[src/rtl/mem_access_ctrl_pkg.sv]
// ----------------------------------------------------------------------------
// mem_access_ctrl_pkg
// Shared definitions for the data-memory access controller: the controller
// FSM state type, the ResultSrcM encoding that marks a load, and the default
// timeout length used when the parent does not override TIMEOUT.
// ----------------------------------------------------------------------------
package mem_access_ctrl_pkg;

    // IDLE issues, ACCESS waits for the memory, DONE releases the pipeline
    typedef enum logic [1:0] {
        IDLE   = 2'b00,
        ACCESS = 2'b01,
        DONE   = 2'b10
    } state_e;

    // ResultSrcM value selecting memory read data for writeback
    localparam logic [1:0] RESULT_MEM = 2'b01;

    // Cycles ACCESS may wait for mem_ready before the access is aborted
    localparam int DEFAULT_TIMEOUT = 16;

endpackage

[src/rtl/mem_access_ctrl_sat_counter.sv]
// ----------------------------------------------------------------------------
// sat_counter
// Saturating up-counter used for the stall-cycle statistic. It counts one per
// cycle while inc is high, sticks at all-ones instead of wrapping, and is
// zeroed synchronously by clear.
//
// Ports:
//   clk    in   clock
//   clear  in   synchronous clear, takes priority over inc
//   inc    in   count enable for this cycle
//   count  out  current count value (W bits)
// ----------------------------------------------------------------------------
module sat_counter #(
    parameter int W = 32
) (
    input  logic         clk,
    input  logic         clear,
    input  logic         inc,
    output logic [W-1:0] count
);

    logic [W-1:0] count_q;
    logic [W-1:0] count_d;

    // Hold at all-ones once reached so the statistic never wraps to zero
    always_comb begin
        count_d = count_q;
        if (inc && (count_q != {W{1'b1}})) begin
            count_d = count_q + W'(1);
        end
    end

    always_ff @(posedge clk) begin
        if (clear) begin
            count_q <= '0;
        end else begin
            count_q <= count_d;
        end
    end

    assign count = count_q;

endmodule

[src/rtl/mem_access_ctrl.sv]
// ----------------------------------------------------------------------------
// mem_access_ctrl
// Serialises memory-stage loads and stores onto a simple request/ready data
// memory port. While an access is outstanding the whole pipeline is frozen;
// once it completes (or times out) the pipeline gets a single release cycle
// before the next access can be issued.
//
// Ports:
//   clk, rst       clock and synchronous active-high reset
//   MemWriteM      memory-stage instruction is a store
//   ResultSrcM     memory-stage result select (RESULT_MEM marks a load)
//   AluResultM     effective byte address
//   WriteDataM     store data
//   mem_req        registered memory request
//   mem_we         registered write flag for the request
//   mem_addr       latched request address
//   mem_wdata      latched store data
//   mem_ready      completion strobe, only looked at in ACCESS
//   mem_rdata      load data, valid together with mem_ready
//   ReadDataM      captured load data for writeback
//   StallPipe      freeze enable for the F..M pipeline registers
//   BusErr         one-cycle pulse when an access times out
//   MisalignErr    one-cycle pulse when a misaligned access is rejected
//   StallCycles    saturating count of cycles with StallPipe high
// ----------------------------------------------------------------------------
module mem_access_ctrl
    import mem_access_ctrl_pkg::*;
#(
    parameter int TIMEOUT = DEFAULT_TIMEOUT,
    parameter int CNT_W   = 32
) (
    input  logic             clk,
    input  logic             rst,
    input  logic             MemWriteM,
    input  logic [1:0]       ResultSrcM,
    input  logic [31:0]      AluResultM,
    input  logic [31:0]      WriteDataM,
    output logic             mem_req,
    output logic             mem_we,
    output logic [31:0]      mem_addr,
    output logic [31:0]      mem_wdata,
    input  logic             mem_ready,
    input  logic [31:0]      mem_rdata,
    output logic [31:0]      ReadDataM,
    output logic             StallPipe,
    output logic             BusErr,
    output logic             MisalignErr,
    output logic [CNT_W-1:0] StallCycles
);

    state_e      state_q, state_d;
    logic        mem_req_q, mem_req_d;
    logic        mem_we_q, mem_we_d;
    logic [31:0] mem_addr_q, mem_addr_d;
    logic [31:0] mem_wdata_q, mem_wdata_d;
    logic [31:0] read_data_q, read_data_d;
    logic        bus_err_q, bus_err_d;
    logic        misalign_err_q, misalign_err_d;
    logic [7:0]  tcnt_q, tcnt_d;
    logic        stall_raw;
    logic        pending;
    logic        aligned;

    assign pending = MemWriteM | (ResultSrcM == RESULT_MEM);
    assign aligned = (AluResultM[1:0] == 2'b00);

    // Next-state and registered-output computation. Request fields are only
    // loaded on issue from IDLE, so they stay frozen for the whole ACCESS
    // stay. A ready seen on the last permitted cycle is taken as a normal
    // completion because that branch is checked before the timeout branch.
    always_comb begin
        state_d        = state_q;
        mem_req_d      = mem_req_q;
        mem_we_d       = mem_we_q;
        mem_addr_d     = mem_addr_q;
        mem_wdata_d    = mem_wdata_q;
        read_data_d    = read_data_q;
        bus_err_d      = 1'b0;
        misalign_err_d = 1'b0;
        tcnt_d         = tcnt_q;
        stall_raw      = 1'b0;

        case (state_q)
            IDLE: begin
                if (pending) begin
                    if (aligned) begin
                        stall_raw   = 1'b1;
                        mem_addr_d  = AluResultM;
                        mem_wdata_d = WriteDataM;
                        mem_we_d    = MemWriteM;
                        mem_req_d   = 1'b1;
                        tcnt_d      = 8'd0;
                        state_d     = ACCESS;
                    end else begin
                        misalign_err_d = 1'b1;
                        read_data_d    = 32'd0;
                    end
                end
            end

            ACCESS: begin
                stall_raw = 1'b1;
                if (mem_ready) begin
                    if (!mem_we_q) begin
                        read_data_d = mem_rdata;
                    end
                    mem_req_d = 1'b0;
                    state_d   = DONE;
                end else if (tcnt_q == 8'(TIMEOUT - 1)) begin
                    mem_req_d   = 1'b0;
                    read_data_d = 32'd0;
                    bus_err_d   = 1'b1;
                    state_d     = DONE;
                end else begin
                    tcnt_d = tcnt_q + 8'd1;
                end
            end

            DONE: begin
                state_d = IDLE;
            end

            default: begin
                state_d = IDLE;
            end
        endcase
    end

    // State and output registers; reset abandons any access in flight
    always_ff @(posedge clk) begin
        if (rst) begin
            state_q        <= IDLE;
            mem_req_q      <= 1'b0;
            mem_we_q       <= 1'b0;
            mem_addr_q     <= 32'd0;
            mem_wdata_q    <= 32'd0;
            read_data_q    <= 32'd0;
            bus_err_q      <= 1'b0;
            misalign_err_q <= 1'b0;
            tcnt_q         <= 8'd0;
        end else begin
            state_q        <= state_d;
            mem_req_q      <= mem_req_d;
            mem_we_q       <= mem_we_d;
            mem_addr_q     <= mem_addr_d;
            mem_wdata_q    <= mem_wdata_d;
            read_data_q    <= read_data_d;
            bus_err_q      <= bus_err_d;
            misalign_err_q <= misalign_err_d;
            tcnt_q         <= tcnt_d;
        end
    end

    // The IDLE issue decision is combinational on the M-stage inputs, so the
    // freeze must be masked during reset to keep the pipeline moving
    assign StallPipe = stall_raw & ~rst;

    sat_counter #(
        .W (CNT_W)
    ) u_stall_cnt (
        .clk   (clk),
        .clear (rst),
        .inc   (StallPipe),
        .count (StallCycles)
    );

    assign mem_req     = mem_req_q;
    assign mem_we      = mem_we_q;
    assign mem_addr    = mem_addr_q;
    assign mem_wdata   = mem_wdata_q;
    assign ReadDataM   = read_data_q;
    assign BusErr      = bus_err_q;
    assign MisalignErr = misalign_err_q;

endmodule
[config.mk]
export PLATFORM = sky130hd
export DESIGN_NAME = mem_access_ctrl
export DESIGN_NICKNAME = d
export VERILOG_FILES = /design/src/rtl/mem_access_ctrl_pkg.sv /design/src/rtl/mem_access_ctrl_sat_counter.sv /design/src/rtl/mem_access_ctrl.sv
export SDC_FILE = /design/constraint.sdc
export NUM_CORES = 1
export LEC_CHECK = 0
export CAP_MARGIN = 30
export CORE_ASPECT_RATIO = 1.1
export CORE_MARGIN = 2
export CORE_UTILIZATION = 43
export DETAILED_ROUTE_END_ITERATION = 12
export PLACE_DENSITY = 0.8
export REMOVE_ABC_BUFFERS = 1
export SYNTH_ARGS = -nofsm -noshare
export SYNTH_HDL_FRONTEND = slang
export SYNTH_SLANG_ARGS = --single-unit
[constraint.sdc]
create_clock -name clk -period 2.9 [get_ports clk]
set_clock_uncertainty 0.2 [all_clocks]
set_input_delay 0.87 -clock clk [delete_from_list [all_inputs] [get_ports clk]]
set_output_delay 0.87 -clock clk [all_outputs]
set_load 0.02 [all_outputs]
==> metrics.cfg <==
[routing]
vias_per_cell = 5.336
drc_errors = 0
wl_um = 16920
vias = 5907
firstDrtPassIters = 4
drt_first_iter_violations = 332
final_antenna_net_count = 0
post_drt_wl_per_cell_um = 15.28

[setup_path]
cp_cell_sequence = dlygate4sd2_1, nor2b_4, o21a_1, o21ai_2, inv_1, buf_6
path_buf_inv = 3
rr_endpoint = u_stall_cnt.count[23]
worst-path-max-fanout = 2
r2r_cells = 6
regToRegSetupSlack_ns = 0.41
cp_slowest_cell = dlygate4sd2_1
cp.arrival_ns = 1.77
cp-end-kind = output pin
worstSetupPathType = in2out
start_kind = primary input
critPathMaxStageDelay_ns = 0.23
critPathTopFamily = buffers and inverters
timing.rr.start = u_stall_cnt.count[0]
path_depth = 6
crit_required_ns = 1.83

[clock_network]
hold_buffers = 0
root_buffer = clkbuf_16
clkLatencyLatePin_ns = 0.41
cts_tree = built
cts_buffers = 17
cts_sinks = 142
path_clk_slew_ns = 0.05
htree_levels = 4
clockBufferDepth = 2

[synthesis]
async_flop_share = 0
synth_common_cells = nand2_1, dfxtp_1, a21oi_1
synth_area_per_cell_sq_um = 8.142
yosysWarnings = 0
synth-xor-area-share = 0
synth_edf_count = 0
synth_compound_area_frac = 0.1736
synth_top_family_by_area = simple AND/OR/NAND/NOR gates
synth_cells = 702
synth-seq-cells = 142
synth_flop_cell = dfxtp_1
synth_cell_types = 52
yosys.area_share.adder = 0.004378
synth_most_common_cell = nand2_1
synth.area.top_cells = dfxtp_1, nand2_1, a21oi_1
synth_area_sq_um = 5715
yosysSeqAreaShare = 0.4974
muxShareOfSynthArea = 0.01817
yosys.area.top_type_share = 0.4974
yosys.area.top_type = dfxtp_1
synth-simple-area-share = 0.2666

[floorplanning]
initial_utilization = 0.4362
die_w_um = 113.9
die-area_sq_um = 14230
io_pins = 235
fp.dieH_um = 124.9
rows = 44
core-area_sq_um = 13100

[grt]
antenna_found_initial = 1
grt_pass1_wl_um = 26790
grt_pass1_vias = 5373
overflow = 0
grt_usage = 0.2343
grt_max_degree = 84

[timing]
setup_viol = 0
worst_pin_slew_ns = 0.8851
min_period_ns = 2.837
hold_viol = 0
period_share = 0.9784
timing.fmax_mhz = 352.4
relSlewSlack = 0.4099
rsz0062_at_grt = false
final_max_slew_viol_count = 0
fin_tns_setup_ns = 0

[placed_design]
io_buffers = 234
dp.final_hpwl_um = 11650
place_area_sq_um = 8338
routabilityCongestion = 0.8126

[final_layout]
fill_cells = 1086
design_area_sq_um = 8872
diodes = 0
final_util = 0.6771
synthToLayoutAreaGrowth_pct = 55.23
drive_above_1_share = 0.07822
nets = 1039

[power]
p_leak_nw = 3.021
ir_drop_mv = 0.3144
powerDensity_nw_per_um2 = 496.1

[status]
status = finished clean

[min_path]
min_to = ReadDataM[31]
hold_path.class = reg2reg
holdCritStartpoint = ReadDataM[31]
holdPathStages = 2

[job]
max_cap_violations = 0

==> power by group <==
part | leakage (nW) | internal, mW | switching, mW
Sequential | 1.15 | 2.00 | 0.0247
Clock | 0.243 | 1.07 | 0.778
Combinational | 1.63 | 0.270 | 0.259
Total | 3.02 | 3.34 | 1.06
==> registers in the layout, summed over array words and instances, names as in the netlist <==
name,count
mem_we,1
MisalignErr,1
tcnt_q,8
u_stall_cnt.count,32
mem_addr,32
state_q,2
BusErr,1
ReadDataM,32
mem_req,1
mem_wdata,32
==> final cells by class <==
cell class	instances	area (sq um)	share of cell area
clock buffer	22	444.2	0.05006
clock inverter	8	46.29	0.005218
inverter	7	26.28	0.002962
multi-input combinational	505	2691	0.3033
sequential	142	2843	0.3204
tap	161	201.4	0.02270
timing repair buffer	262	2620	0.2953
==> stage by stage <==
stage | power [mW] | std cells | hold slack, ns | worst slack (ns)
after floorplan | 2.237 | 654 | 0.2596 | -2.051
after global placement | 2.582 | 1073 | 0.2374 | -0.6703
after detailed placement | 2.587 | 1073 | 0.2423 | -0.6835
after CTS | 4.435 | 1106 | 0.2502 | 0.05873
after global routing | 4.568 | 1107 | 0.2659 | 0.003792
final | 4.401 | 1107 | 0.2442 | 0.06260
==> worst max path at each step <==
stage | endpoint | start | slack, ns
3_5_place_dp | StallPipe | AluResultM[0] | -0.68
5_1_grt | StallPipe | ResultSrcM[0] | 0.004
4_1_cts | StallPipe | ResultSrcM[0] | 0.06
6_report | StallPipe | ResultSrcM[0] | 0.06
2_1_floorplan | mem_addr[0] | ResultSrcM[0] | -2.05
3_3_place_gp | StallPipe | AluResultM[0] | -0.67
==> logic make-up after synthesis <==
logic type | Yosys count
simple gates | 320
compound gates | 174
flops | 142
buf+inv | 55
mux | 9
fa+ha+maj | 2
==> timing repair <==
action,in CTS,in global routing
setup buffers,3,1
setup endpoints to repair,1,1
hold endpoints to repair,0,0
resized for setup,17,0
pin swaps,3,1
==> per-layer routing <==
layer	track usage	vias to the layer above	part of all wire
li1	-	2940	-
met1	0.2769	2742	0.42
met2	0.3981	189	0.50
met3	0.06034	34	0.057
met4	0.1033	2	0.028
met5	0	-	0.00077
==> worst register-to-register path, stage by stage, from the launching register on <==
cell and delay (ns):
dfxtp_1 0.43, ha_1 0.33, nand3_1 0.13, or4_1 0.52, nor3_1 0.38, nor4_1 0.10, mux2_2 0.29
==> cell usage in the layout, fill, tap and decap left out, types with 2 or more instances in the layout <==
| cell | instances |
|---|---|
| a211oi_1 | 6 |
| a21oi_1 | 118 |
| a22oi_1 | 2 |
| a31oi_1 | 2 |
| and2_1 | 2 |
| and3_1 | 7 |
| buf_12 | 6 |
| buf_4 | 23 |
| clkbuf_1 | 5 |
| clkbuf_16 | 17 |
| clkdlybuf4s50_1 | 227 |
| clkinv_2 | 6 |
| dfxtp_1 | 142 |
| dlygate4sd2_1 | 5 |
| ha_1 | 2 |
| inv_1 | 7 |
| mux2_1 | 2 |
| mux2_2 | 5 |
| nand2_1 | 172 |
| nand3_1 | 42 |
| nand3b_1 | 4 |
| nand4_1 | 9 |
| nor2_1 | 25 |
| nor2b_1 | 7 |
| nor2b_4 | 2 |
| nor3_1 | 4 |
| nor4_1 | 10 |
| nor4b_1 | 2 |
| o2111ai_1 | 5 |
| o211ai_1 | 3 |
| o21ai_0 | 12 |
| o31ai_1 | 14 |
| or3_1 | 6 |
| or4_1 | 17 |
No activity file was read; power rests on OpenSTA's default activity.
